--- src/rtl/imem_loader_if.sv ---
// Byte-stream host link plus instruction-memory write port and load status for imem_loader.
// The slave modport is the loader; the master modport is the host / boot controller side.
interface imem_loader_if #(
  parameter int ADDR_W = 8
) ();
  logic              byte_valid;
  logic [7:0]        byte_data;
  logic              byte_ready;
  logic              imem_we;
  logic [ADDR_W-1:0] imem_addr;
  logic [31:0]       imem_wdata;
  logic              core_reset;
  logic              load_done;
  logic              load_error;

  modport master (
    output byte_valid, byte_data,
    input  byte_ready, imem_we, imem_addr, imem_wdata,
    input  core_reset, load_done, load_error
  );

  modport slave (
    input  byte_valid, byte_data,
    output byte_ready, imem_we, imem_addr, imem_wdata,
    output core_reset, load_done, load_error
  );
endinterface

--- src/rtl/imem_loader.sv ---
// Boot loader: parses LEN/payload/XOR-checksum frames into 32-bit imem writes and
// holds the core in reset until a verified image is loaded. All outputs are registered.
module imem_loader #(
  parameter int ADDR_W = 8,
  parameter int WORD_W = 32
) (
  input  logic          clk,
  input  logic          reset,
  imem_loader_if.slave  bus
);

  typedef enum logic [2:0] {
    ST_LEN0,
    ST_LEN1,
    ST_DATA,
    ST_CSUM,
    ST_DONE,
    ST_ERROR
  } state_t;

  // Length is compared in 17 bits so N = 2^ADDR_W (up to 65536) stays representable.
  localparam logic [16:0] LEN_MAX = 17'd1 << ADDR_W;

  state_t              state_q, state_d;
  logic [7:0]          len_lo_q, len_lo_d;
  logic [15:0]         len_q, len_d;
  logic [7:0]          xor_q, xor_d;
  logic [ADDR_W:0]     widx_q, widx_d;
  logic [1:0]          bcnt_q, bcnt_d;
  logic [WORD_W-1:0]   asm_q, asm_d;
  logic                we_q, we_d;
  logic [ADDR_W-1:0]   addr_q, addr_d;
  logic [WORD_W-1:0]   wdata_q, wdata_d;
  logic                ready_q, ready_d;
  logic                core_rst_q, core_rst_d;
  logic                done_q, done_d;
  logic                err_q, err_d;

  logic                accept;
  logic [WORD_W-1:0]   asm_nxt;
  logic [ADDR_W:0]     widx_nxt;
  logic [16:0]         len_rx;

  always_comb begin
    state_d  = state_q;
    len_lo_d = len_lo_q;
    len_d    = len_q;
    xor_d    = xor_q;
    widx_d   = widx_q;
    bcnt_d   = bcnt_q;
    asm_d    = asm_q;
    we_d     = 1'b0;
    addr_d   = addr_q;
    wdata_d  = wdata_q;

    accept   = bus.byte_valid && ready_q;
    asm_nxt  = {bus.byte_data, asm_q[WORD_W-1:8]};
    widx_nxt = widx_q + 1'b1;
    len_rx   = {1'b0, bus.byte_data, len_lo_q};

    if (accept) begin
      xor_d = xor_q ^ bus.byte_data;
      case (state_q)
        ST_LEN0: begin
          len_lo_d = bus.byte_data;
          state_d  = ST_LEN1;
        end
        ST_LEN1: begin
          len_d = len_rx[15:0];
          if (len_rx > LEN_MAX) begin
            state_d = ST_ERROR;
          end else if (len_rx == 17'd0) begin
            state_d = ST_CSUM;
          end else begin
            state_d = ST_DATA;
          end
        end
        ST_DATA: begin
          asm_d  = asm_nxt;
          bcnt_d = bcnt_q + 2'd1;
          if (bcnt_q == 2'd3) begin
            we_d    = 1'b1;
            addr_d  = widx_q[ADDR_W-1:0];
            wdata_d = asm_nxt;
            widx_d  = widx_nxt;
            if (17'(widx_nxt) == {1'b0, len_q}) begin
              state_d = ST_CSUM;
            end
          end
        end
        ST_CSUM: begin
          state_d = (bus.byte_data == xor_q) ? ST_DONE : ST_ERROR;
        end
        default: state_d = state_q;
      endcase
    end

    // Status flops follow the next state so they switch on the transition edge.
    ready_d    = (state_d != ST_DONE) && (state_d != ST_ERROR);
    core_rst_d = (state_d != ST_DONE);
    done_d     = (state_d == ST_DONE);
    err_d      = (state_d == ST_ERROR);
  end

  always_ff @(posedge clk or posedge reset) begin
    if (reset) begin
      state_q    <= ST_LEN0;
      len_lo_q   <= '0;
      len_q      <= '0;
      xor_q      <= '0;
      widx_q     <= '0;
      bcnt_q     <= '0;
      asm_q      <= '0;
      we_q       <= 1'b0;
      addr_q     <= '0;
      wdata_q    <= '0;
      ready_q    <= 1'b1;
      core_rst_q <= 1'b1;
      done_q     <= 1'b0;
      err_q      <= 1'b0;
    end else begin
      state_q    <= state_d;
      len_lo_q   <= len_lo_d;
      len_q      <= len_d;
      xor_q      <= xor_d;
      widx_q     <= widx_d;
      bcnt_q     <= bcnt_d;
      asm_q      <= asm_d;
      we_q       <= we_d;
      addr_q     <= addr_d;
      wdata_q    <= wdata_d;
      ready_q    <= ready_d;
      core_rst_q <= core_rst_d;
      done_q     <= done_d;
      err_q      <= err_d;
    end
  end

  assign bus.byte_ready = ready_q;
  assign bus.imem_we    = we_q;
  assign bus.imem_addr  = addr_q;
  assign bus.imem_wdata = wdata_q;
  assign bus.core_reset = core_rst_q;
  assign bus.load_done  = done_q;
  assign bus.load_error = err_q;

endmodule

--- src/flat_wrapper.sv ---
// flat-port wrapper written by rule: the top's interface ports become plain ports
module imem_loader_flat 
#(
  parameter int ADDR_W = 8,
  parameter int WORD_W = 32
)
  (clk, reset, bus_byte_valid, bus_byte_data, bus_byte_ready, bus_imem_we, bus_imem_addr, bus_imem_wdata, bus_core_reset, bus_load_done, bus_load_error);
  imem_loader_if #(.ADDR_W(ADDR_W)) bus_i ();
  input  logic clk;
  input  logic reset;
  input wire logic [$bits(bus_i.byte_valid)-1:0] bus_byte_valid;
  input wire logic [$bits(bus_i.byte_data)-1:0] bus_byte_data;
  output wire logic [$bits(bus_i.byte_ready)-1:0] bus_byte_ready;
  output wire logic [$bits(bus_i.imem_we)-1:0] bus_imem_we;
  output wire logic [$bits(bus_i.imem_addr)-1:0] bus_imem_addr;
  output wire logic [$bits(bus_i.imem_wdata)-1:0] bus_imem_wdata;
  output wire logic [$bits(bus_i.core_reset)-1:0] bus_core_reset;
  output wire logic [$bits(bus_i.load_done)-1:0] bus_load_done;
  output wire logic [$bits(bus_i.load_error)-1:0] bus_load_error;
  assign bus_i.byte_valid = bus_byte_valid;
  assign bus_i.byte_data = bus_byte_data;
  assign bus_byte_ready = bus_i.byte_ready;
  assign bus_imem_we = bus_i.imem_we;
  assign bus_imem_addr = bus_i.imem_addr;
  assign bus_imem_wdata = bus_i.imem_wdata;
  assign bus_core_reset = bus_i.core_reset;
  assign bus_load_done = bus_i.load_done;
  assign bus_load_error = bus_i.load_error;
  imem_loader #(.ADDR_W(ADDR_W), .WORD_W(WORD_W)) u_core (.clk(clk), .reset(reset), .bus(bus_i));
endmodule
--- config.mk ---
export PLATFORM = sky130hd
export DESIGN_NAME = imem_loader_flat
export DESIGN_NICKNAME = d
export VERILOG_FILES = /design/src/rtl/imem_loader_if.sv /design/src/rtl/imem_loader.sv /design/src/flat_wrapper.sv
export SDC_FILE = /design/constraint.sdc
export NUM_CORES = 1
export LEC_CHECK = 0
export ABC_AREA = 1
export BUFFER_PORTS_ARGS = -buffer_cell sky130_fd_sc_hd__clkbuf_2
export CORE_MARGIN = 2
export CORE_UTILIZATION = 40
export DETAILED_ROUTE_END_ITERATION = 12
export MAX_ROUTING_LAYER = met4
export SLEW_MARGIN = 25
export SYNTH_ARGS = -nofsm -noshare
export SYNTH_HDL_FRONTEND = slang
export SYNTH_SLANG_ARGS = --single-unit
--- constraint.sdc ---
create_clock -name clk -period 4 [get_ports clk]
set_input_delay 0.4 -clock clk [delete_from_list [all_inputs] [get_ports clk]]
set_output_delay 0.4 -clock clk [all_outputs]
set_load 0.01 [all_outputs]
==> flow_metrics.tcl, run 1 <==
set metrics [dict create \
    fin_tns_setup_ns 0 \
    cap_violations 0 \
    first_global_vias 3574 \
    ios 56 \
    cts_resized 0 \
    synthTopCellsByArea "dfrtp_1 (59%), nand2_1 (14%), o21ai_0 (9.7%)" \
    finalMaxSlewViolations 0 \
    yosys_warnings 0 \
    synth.most_common_cell "nand2_1" \
    cts_buffer_depth 2 \
    synth-seq-cells 115 \
    syn_avg_cell_area_sq_um 8.87 \
    grt_pass1_wl_mm 17.3 \
    num_rows 40 \
    insertion_delay_ns 0.41 \
    drc 0 \
    cts_tree "yes" \
    fin_nets 617 \
    finClkSkew_ns 0.00751 \
    cts.sinks 115 \
    worst-path-max-fanout 84 \
    wl_per_cell_um 13.1 \
    postRouteAntennaNets 0 \
    routed_wirelength_mm 10.0 \
    status "completed" \
    worst_setup_path_start_kind "flop" \
    critPathKind "flop to flop" \
    syn_area_sq_mm 0.00483 \
    cp.arrival_ns 2.28 \
    syn_to_final_growth_pct 20.4 \
    dieArea_sq_mm 0.0130 \
    powerDensity_mw_per_mm2 455 \
    drt_iter0_drc 230 \
    grt.overflow.total 0 \
    dr.pass1.iters 5 \
    slew_headroom 0.510 \
    htreeDepth 4 \
    dp_hpwl_mm 6.54 \
    synth_area_leader_cell "dfrtp_1" \
    ys_seq_area_frac 0.596 \
    synthDistinctLibCells 23 \
    port_buffers 55 \
    end_kind "flop" \
    hold_path.class "input port to async pin" \
    synth_flop_cell "dfrtp_1" \
    clockRootBuffer "clkbuf_16" \
    start_util 0.406 \
    grt_setup_unrepaired "no" \
    synth_nets 558 \
    globalplace.congestion 0.757 \
    syn-instance-count 545 \
    cts_setup_buffers 0 \
    fin_crit_sh 0.508 \
    antenna_found_initial 0 \
    postCtsHoldBufs 0 \
    synth-edff-count 0 \
    antenna_cells 0 \
    fmax_mhz 493 \
    core-area_sq_mm 0.0119 \
    grt_start_max_net_pins 85 \
    required_ns 4.25 \
    finalHoldViolCount 0 \
    hold_slack_ns 0.127 \
    power.leakage_uw 0.00289 \
    vias_per_cell 4.80 \
    synth_common_cells "nand2_1 (184), dfrtp_1 (113), o21ai_0 (94), inv_1 (54), nor2_1 (25)" \
    ir_drop_mv 0.309 \
    die_w_um 114 \
    clkSlewWorstSetupHoldPaths_ns 0.05 \
    vias 3661 \
    tightest_slew_ns 0.735 \
    gr-usage-all-layers 0.176 \
    dieHeight_um 114 \
    cts-buffers-inserted 17 \
    ys_async_sr_fraction 1.00 \
    synth_top_area_share 0.585 \
    period_needed_ns 2.03 \
    setup_viol 0 \
    drive_above_1_share 0.166 \
]
==> flip-flops by register name (all words and copies together), names as in the netlist <==
signal                 flops
u_core.bus.load_done       1
u_core.bus.imem_wdata     32
u_core.asm_q              24
u_core.state_q             3
u_core.len_lo_q            8
u_core.widx_q              9
u_core.bus.core_reset      1
u_core.bus.byte_ready      1
u_core.bus.imem_addr       8
u_core.bus.load_error      1
u_core.len_q              16
u_core.xor_q               8
u_core.bus.imem_we         1
u_core.bcnt_q              2
==> cell families after synthesis <==
family / Yosys count / synth area share
compound gates: 97 / 0.100
xor+xnor: 14 / 0.0285
fa+ha+maj: 2 / 0.00518
buf+inv: 74 / 0.0596
flops: 115 / 0.596
mux: 1 / 0.00233
simple gates: 242 / 0.208
==> routing by layer <==
metal,track usage,routed length (um),vias up
met3,0.0547,457,18
met1,0.233,5000,1714
met4,0.0642,163,0
met5,-,0,-
met2,0.257,4390,87
li1,-,-,1842
==> final timing paths <==
| kind | startpoint | endpoint | slack (ns) | depth (start not counted) |
|---|---|---|---|---|
| setup / recovery | u_core.bus.byte_ready$_DFF_PP1_ | u_core.widx_q[5]$_DFFE_PP0P_ | 1.97 | 5 |
| hold / removal | reset | u_core.widx_q[5]$_DFFE_PP0P_ | 0.13 | 2 |
| setup reg to reg | u_core.bus.byte_ready$_DFF_PP1_ | u_core.widx_q[5]$_DFFE_PP0P_ | 1.97 | 5 |
| hold reg to reg | u_core.asm_q[12]$_DFFE_PP0P_ | u_core.bus.imem_wdata[4]$_DFFE_PP0P_ | 0.46 | 2 |
| max in group asynchronous | reset | u_core.bus.core_reset$_DFF_PP1_ | 3.11 | 3 |
| min in group clk | bus_byte_data[4] | u_core.len_q[12]$_DFFE_PP0P_ | 0.28 | 3 |
==> metrics by stage <==
step	instance area [sq um]	total power (uW)	setup slack, ns	cells	utilization
3_3_place_gp	5250	1230	1.91	732	0.441
4_1_cts	5820	2680	1.98	763	0.488
6_report	5820	2650	1.97	763	0.488
2_1_floorplan	4830	1210	0.559	545	-
5_1_grt	5820	2740	1.73	763	0.488
3_5_place_dp	5250	1230	1.81	732	0.441
==> power breakdown <==
part           internal, uW  switching (uW)  leakage [uW]
combinational          9.23            38.4       0.00106
sequential             1170               0       0.00155
clock                   958             478      0.000278
total                  2130             516       0.00289
==> final cells by class <==
type,instances,area [sq um]
Timing Repair Buffer,60,313
Tap cell,147,184
Sequential cell,115,2880
Inverter,54,208
Clock inverter,5,75.1
Multi-Input combinational cell,356,1670
Clock buffer,26,489
Fill cell,1117,6090
==> layout by cell type (no fill, tap or decap), types with 3 or more instances in the layout <==
master / synthesis / final
xnor2_1: 9 / 9
clkbuf_2: 0 / 55
nand3_1: 16 / 15
a21oi_1: 3 / 3
nand3b_1: 5 / 5
clkbuf_16: 0 / 17
nand2_1: 184 / 184
nand2_2: 3 / 3
nor2_4: 4 / 4
dfrtp_1: 113 / 113
clkbuf_1: 12 / 6
clkbuf_8: 0 / 3
o21ai_0: 94 / 94
clkinv_2: 0 / 3
nor2_1: 25 / 25
inv_1: 54 / 53
xor2_1: 4 / 4
buf_4: 0 / 5
==> critical path, cell delays in order (launching register included) <==
cell,delay [ns]
dfstp_2,0.36
nand2_1,0.38
inv_1,0.18
nand3_2,0.12
buf_4,0.56
o21ai_0,0.20
Note: power is estimated with default switching activity, not from simulation.
==> run 2, diff against run 1 <==
- clock period: 4 -> 2 ns (I/O delays scaled with it)
==> flow_metrics.tcl, run 2 (same netlist as run 1, synthesis figures left out) <==
set metrics [dict create \
    status "completed" \
    tightest_slew_ns 0.699 \
    crit_path_max_incr_delay_ns 0.42 \
    fmax_mhz 584 \
    grt.overflow.total 0 \
    vias 3702 \
    end_kind "flop" \
    ios 56 \
    postCtsHoldBufs 1 \
    cp.arrival_ns 2.05 \
    antenna_found_initial 0 \
    comb_power_share 0.021 \
    crit_chain "ha_1 > inv_1 > nand2_1 > nand2_1 > nor2_1 > nand3_1 > nor2_1 > nand2_1 > nor2_1 > nand3_1 > nand2_1 > nand2_2 > nor2_2" \
    slew_headroom 0.533 \
    cpMaxStageDelayCell "dfrtp_1" \
    grt_start_max_net_pins 49 \
    fillCellCount 1143 \
    drc 0 \
    timing.rr.end "u_core.bus.load_error$_DFF_PP0_" \
    dieArea_sq_mm 0.0130 \
    cp-startpoint "u_core.widx_q[1]$_DFFE_PP0P_" \
    largest_register_ffs 32 \
    antenna_cells 0 \
    dieHeight_um 114 \
    endpoint "u_core.bus.load_error$_DFF_PP0_" \
    vias_per_cell 4.82 \
    syn_to_final_growth_pct 21.3 \
    die_w_um 114 \
    period_needed_ns 1.71 \
    powerDensity_mw_per_mm2 878 \
    fin_util 0.492 \
    insertion_delay_ns 0.41 \
    fin_tns_setup_ns 0 \
    mostFrequentLayoutCell "nand2_1" \
    critPathKind "flop to flop" \
    r2r_cells 13 \
    fin_crit_sh 0.856 \
    clockRootBuffer "clkbuf_16" \
    dp_hpwl_mm 7.13 \
    required_ns 2.34 \
    drt_iter0_drc 234 \
    port_buffers 55 \
    finalHoldViolCount 0 \
    cts_setup_buffers 0 \
    power.leakage_uw 0.00290 \
    r2r-start "u_core.widx_q[1]$_DFFE_PP0P_" \
    r2r_setup_slack_ns 0.29 \
    layout_common_cells "nand2_1 (184), dfrtp_1 (113), o21ai_0 (94)" \
    p_sw_uw 1030 \
    worst_setup_path_start_kind "flop" \
    setup_viol 0 \
    clkSlewWorstSetupHoldPaths_ns 0.05 \
    p_sw_frac 0.200 \
    grt_setup_unrepaired "no" \
    cap_violations 0 \
    routed_wirelength_mm 10.3 \
    finClkSkew_ns 0.00862 \
    worst-path-max-fanout 5 \
    first_global_vias 3667 \
    finalMaxSlewViolations 0 \
    seq_power_share 0.453 \
    cts_buffer_depth 2 \
    grt_pass1_wl_mm 17.8 \
    hold_path.class "input port to flop" \
    cts_tree "yes" \
    cts-buffers-inserted 17 \
    fin_nets 622 \
    crit_top_cell "nand2_1" \
    cts_resized 0 \
    p_int_uw 4120 \
    postRouteAntennaNets 0 \
    drive_above_1_share 0.169 \
    num_rows 40 \
    wl_per_cell_um 13.4 \
    core-area_sq_mm 0.0119 \
    p_clk_frac 0.526 \
    ir_drop_mv 1.02 \
    globalplace.congestion 0.909 \
    htreeDepth 4 \
    gr-usage-all-layers 0.184 \
    cts.sinks 115 \
    start_util 0.406 \
    dr.pass1.iters 5 \
]
[run 2: metrics by stage]
stage	std cells	worst slack [ns]	power [uW]	hold slack (ns)	cell area [sq um]
floorplan	545	0.402	2420	0.321	4840
global placement	736	0.384	2480	0.321	5320
detailed placement	736	0.304	2480	0.328	5320
CTS	768	0.278	5220	0.0682	5860
global route	768	0.0518	5330	0.0878	5860
finish	768	0.287	5150	0.0842	5860
[run 2: worst min-delay path by stage]
stage | startpoint | cells past startpoint | to
2_1_floorplan | bus_byte_data[4] | 2 | u_core.len_q[12]$_DFFE_PP0P_
3_3_place_gp | reset | 2 | u_core.bus.imem_wdata[28]$_DFFE_PP0P_
3_5_place_dp | reset | 2 | u_core.bus.imem_wdata[28]$_DFFE_PP0P_
4_1_cts | bus_byte_data[4] | 3 | u_core.len_q[12]$_DFFE_PP0P_
5_1_grt | bus_byte_data[4] | 3 | u_core.len_q[12]$_DFFE_PP0P_
6_report | bus_byte_data[4] | 3 | u_core.len_q[12]$_DFFE_PP0P_
[run 2: area by class of cell]
cell class                      count  area (sq um)  area share
Sequential cell                   115          2880       0.491
Multi-Input combinational cell    356          1670       0.285
Clock buffer                       26           479      0.0818
Timing Repair Buffer               65           390      0.0666
Inverter                           54           206      0.0352
Tap cell                          147           184      0.0314
Clock inverter                      5          52.6     0.00896
[run 2: power groups by stage]
| stage | clock network, uW | logic [uW] | registers (uW) |
|---|---|---|---|
| after global routing | 2880 | 123 | 2330 |
| after CTS | 2770 | 111 | 2330 |
| after detailed placement | 0 | 109 | 2370 |
| after floorplan | 0 | 53.7 | 2370 |
| final | 2710 | 106 | 2330 |
| after global placement | 0 | 107 | 2370 |
[run 2: routing by layer]
metal / global-route usage / vias to the layer above / routed length (um)
met5: - / - / 0
li1: - / 1845 / -
met3: 0.0468 / 21 / 404
met2: 0.260 / 90 / 4600
met1: 0.246 / 1746 / 5080
met4: 0.0976 / 0 / 228
[run 2: critical path: cells and delay by family, from the launching register on]
family	cells	cell delay [ns]
adder cells (fa/ha/maj)	1	0.32
buffers and inverters	1	0.06
flip-flops	1	0.42
AND/OR/NAND/NOR	11	0.84
==> run 3, diff against run 2 <==
- CORE_UTILIZATION: 40 -> 58
- PLACE_DENSITY: default -> 0.79
==> flow_metrics.tcl, run 3 (same netlist as run 1, synthesis figures left out) <==
set metrics [dict create \
    status "completed" \
    dp_hpwl_mm 6.15 \
    dr.pass1.iters 4 \
    cap_violations 0 \
    grt_setup_unrepaired "no" \
    r2r_cells 13 \
    dp.cells 692 \
    gr-usage-all-layers 0.248 \
    dieArea_sq_mm 0.00908 \
    globalplace.congestion 0.835 \
    critPathTopFamily "simple AND/OR/NAND/NOR gates" \
    layout_common_cells "nand2_1 (184), dfrtp_1 (113), o21ai_0 (94)" \
    grt_pass1_wl_mm 16.6 \
    core-area_sq_mm 0.00813 \
    r2r-start "u_core.widx_q[1]$_DFFE_PP0P_" \
    powerDensity_mw_per_mm2 928 \
    cts-buffers-inserted 17 \
    drive_above_1_share 0.177 \
    pre_cts_ws_ns 0.314 \
    syn_to_final_growth_pct 20.7 \
    routed_wirelength_mm 9.81 \
    min_from "bus_byte_data[7]" \
    port_buffers 55 \
    largest_register_ffs 32 \
    period_needed_ns 1.72 \
    antenna_found_initial 0 \
    power.leakage_uw 0.00291 \
    r2r_setup_slack_ns 0.28 \
    fin_ws_ns 0.277 \
    vias_per_cell 5.10 \
    fin_nets 621 \
    worst-path-buf-inv 0 \
    drt_iter0_drc 215 \
    slew_headroom 0.610 \
    drc 0 \
    fin_crit_sh 0.862 \
    num_rows 33 \
    required_ns 2.45 \
    cts_tree "yes" \
    crit_path_max_incr_delay_ns 0.41 \
    cpMaxStageDelayCell "dfrtp_1" \
    vias 3697 \
    finalHoldViolCount 0 \
    ios 56 \
    timing.rr.end "u_core.bus.load_error$_DFF_PP0_" \
    wl_per_cell_um 13.5 \
    grt_start_max_net_pins 116 \
    clockRootBuffer "clkbuf_8" \
    fmax_mhz 580 \
    die_w_um 95.3 \
    htreeDepth 4 \
    setup_viol 0 \
    cts_buffer_depth 2 \
    postPlaceCellArea_sq_mm 0.00523 \
    ir_drop_mv 0.625 \
    clkSlewWorstSetupHoldPaths_ns 0.06 \
    finalMaxSlewViolations 0 \
    holdPathStages 3 \
    hold_slack_ns 0.0394 \
    finClkSkew_ns 0.00918 \
    fin_cells 725 \
    crit_chain "ha_1 > nand2_2 > nor2_4 > nand2_1 > nand2_1 > nand2_1 > nand2_1 > nand2_1 > nor2_1 > nand3_1 > nand2_1 > nand2_2 > nor2_2" \
    fillCellCount 607 \
    hold_path.class "input port to flop" \
    antenna_cells 0 \
    post-route-cell-area_sq_mm 0.00583 \
    dieHeight_um 95.3 \
    start_util 0.594 \
    mostFrequentLayoutCell "nand2_1" \
    critPathKind "flop to flop" \
    fin_tns_setup_ns 0 \
    hold_path_end "u_core.xor_q[7]$_DFFE_PP0P_" \
    insertion_delay_ns 0.52 \
    tightest_slew_ns 0.585 \
    worst-path-max-fanout 5 \
    postRouteAntennaNets 0 \
    cp.arrival_ns 2.17 \
    cts.sinks 115 \
    first_global_vias 3567 \
    worst_setup_path_start_kind "flop" \
    end_kind "flop" \
    crit_top_cell "nand2_1" \
    grt.overflow.total 0 \
]
==> run 3: cell types whose count changed in the layout (fill, tap and decap cells not counted), moves of 2 or more <==
cell / change
clkbuf_1: -7
bufinv_16: +2
inv_6: +2
clkinvlp_4: +2
buf_12: -2
==> run 3: report_power, final <==
part           internal (uW)  switching (uW)
Sequential              2330               0
Clock                   1920            1070
Combinational           22.3            73.3
Total                   4270            1140
==> run 3: final cells by class <==
cell class / count / area (sq um) / share of cell area
tap: 105 / 131 / 0.0225
clock inverter: 13 / 159 / 0.0272
sequential: 115 / 2880 / 0.494
timing repair buffer: 64 / 360 / 0.0618
multi-input combinational: 356 / 1670 / 0.286
inverter: 54 / 206 / 0.0354
clock buffer: 18 / 428 / 0.0733
==> run 3: timing repair <==
item / CTS / global route
endpoints found under the hold margin: 114 / 0
hold buffers: 2 / 0
resized for setup: 0 / 0
buffers inserted: 0 / 0
==> run 3: stage by stage <==
step / utilization / total power [uW]
after global placement: 0.643 / 2460
after detailed placement: 0.643 / 2460
after global routing: 0.717 / 5550
after CTS: 0.717 / 5450
final: 0.717 / 5410
after floorplan: - / 2420
==> run 3: routing by layer <==
| layer | vias up | share of wire | global-route usage |
|---|---|---|---|
| met2 | 87 | 0.47 | 0.371 |
| li1 | 1844 | - | - |
| met3 | 19 | 0.042 | 0.0585 |
| met4 | 0 | 0.016 | 0.106 |
| met5 | - | 0 | - |
| met1 | 1747 | 0.47 | 0.327 |
==> run 3: worst max path at each step <==
stage / start / endpoint / slack (ns) / depth (start not counted)
2_1_floorplan: reset / u_core.asm_q[10]$_DFFE_PP0P_ / 0.40 / 1
3_3_place_gp: u_core.widx_q[1]$_DFFE_PP0P_ / u_core.bus.load_error$_DFF_PP0_ / 0.39 / 13
3_5_place_dp: u_core.widx_q[1]$_DFFE_PP0P_ / u_core.bus.load_error$_DFF_PP0_ / 0.31 / 13
4_1_cts: u_core.widx_q[1]$_DFFE_PP0P_ / u_core.bus.load_error$_DFF_PP0_ / 0.28 / 13
5_1_grt: u_core.widx_q[1]$_DFFE_PP0P_ / u_core.bus.load_error$_DFF_PP0_ / 0.06 / 13
6_report: u_core.widx_q[1]$_DFFE_PP0P_ / u_core.bus.load_error$_DFF_PP0_ / 0.28 / 13
==> run 3: tightest hold or removal path, cell delays in order <==
cell	delay, ns
clkbuf_2	0.10
xnor2_1	0.13
o21ai_0	0.08
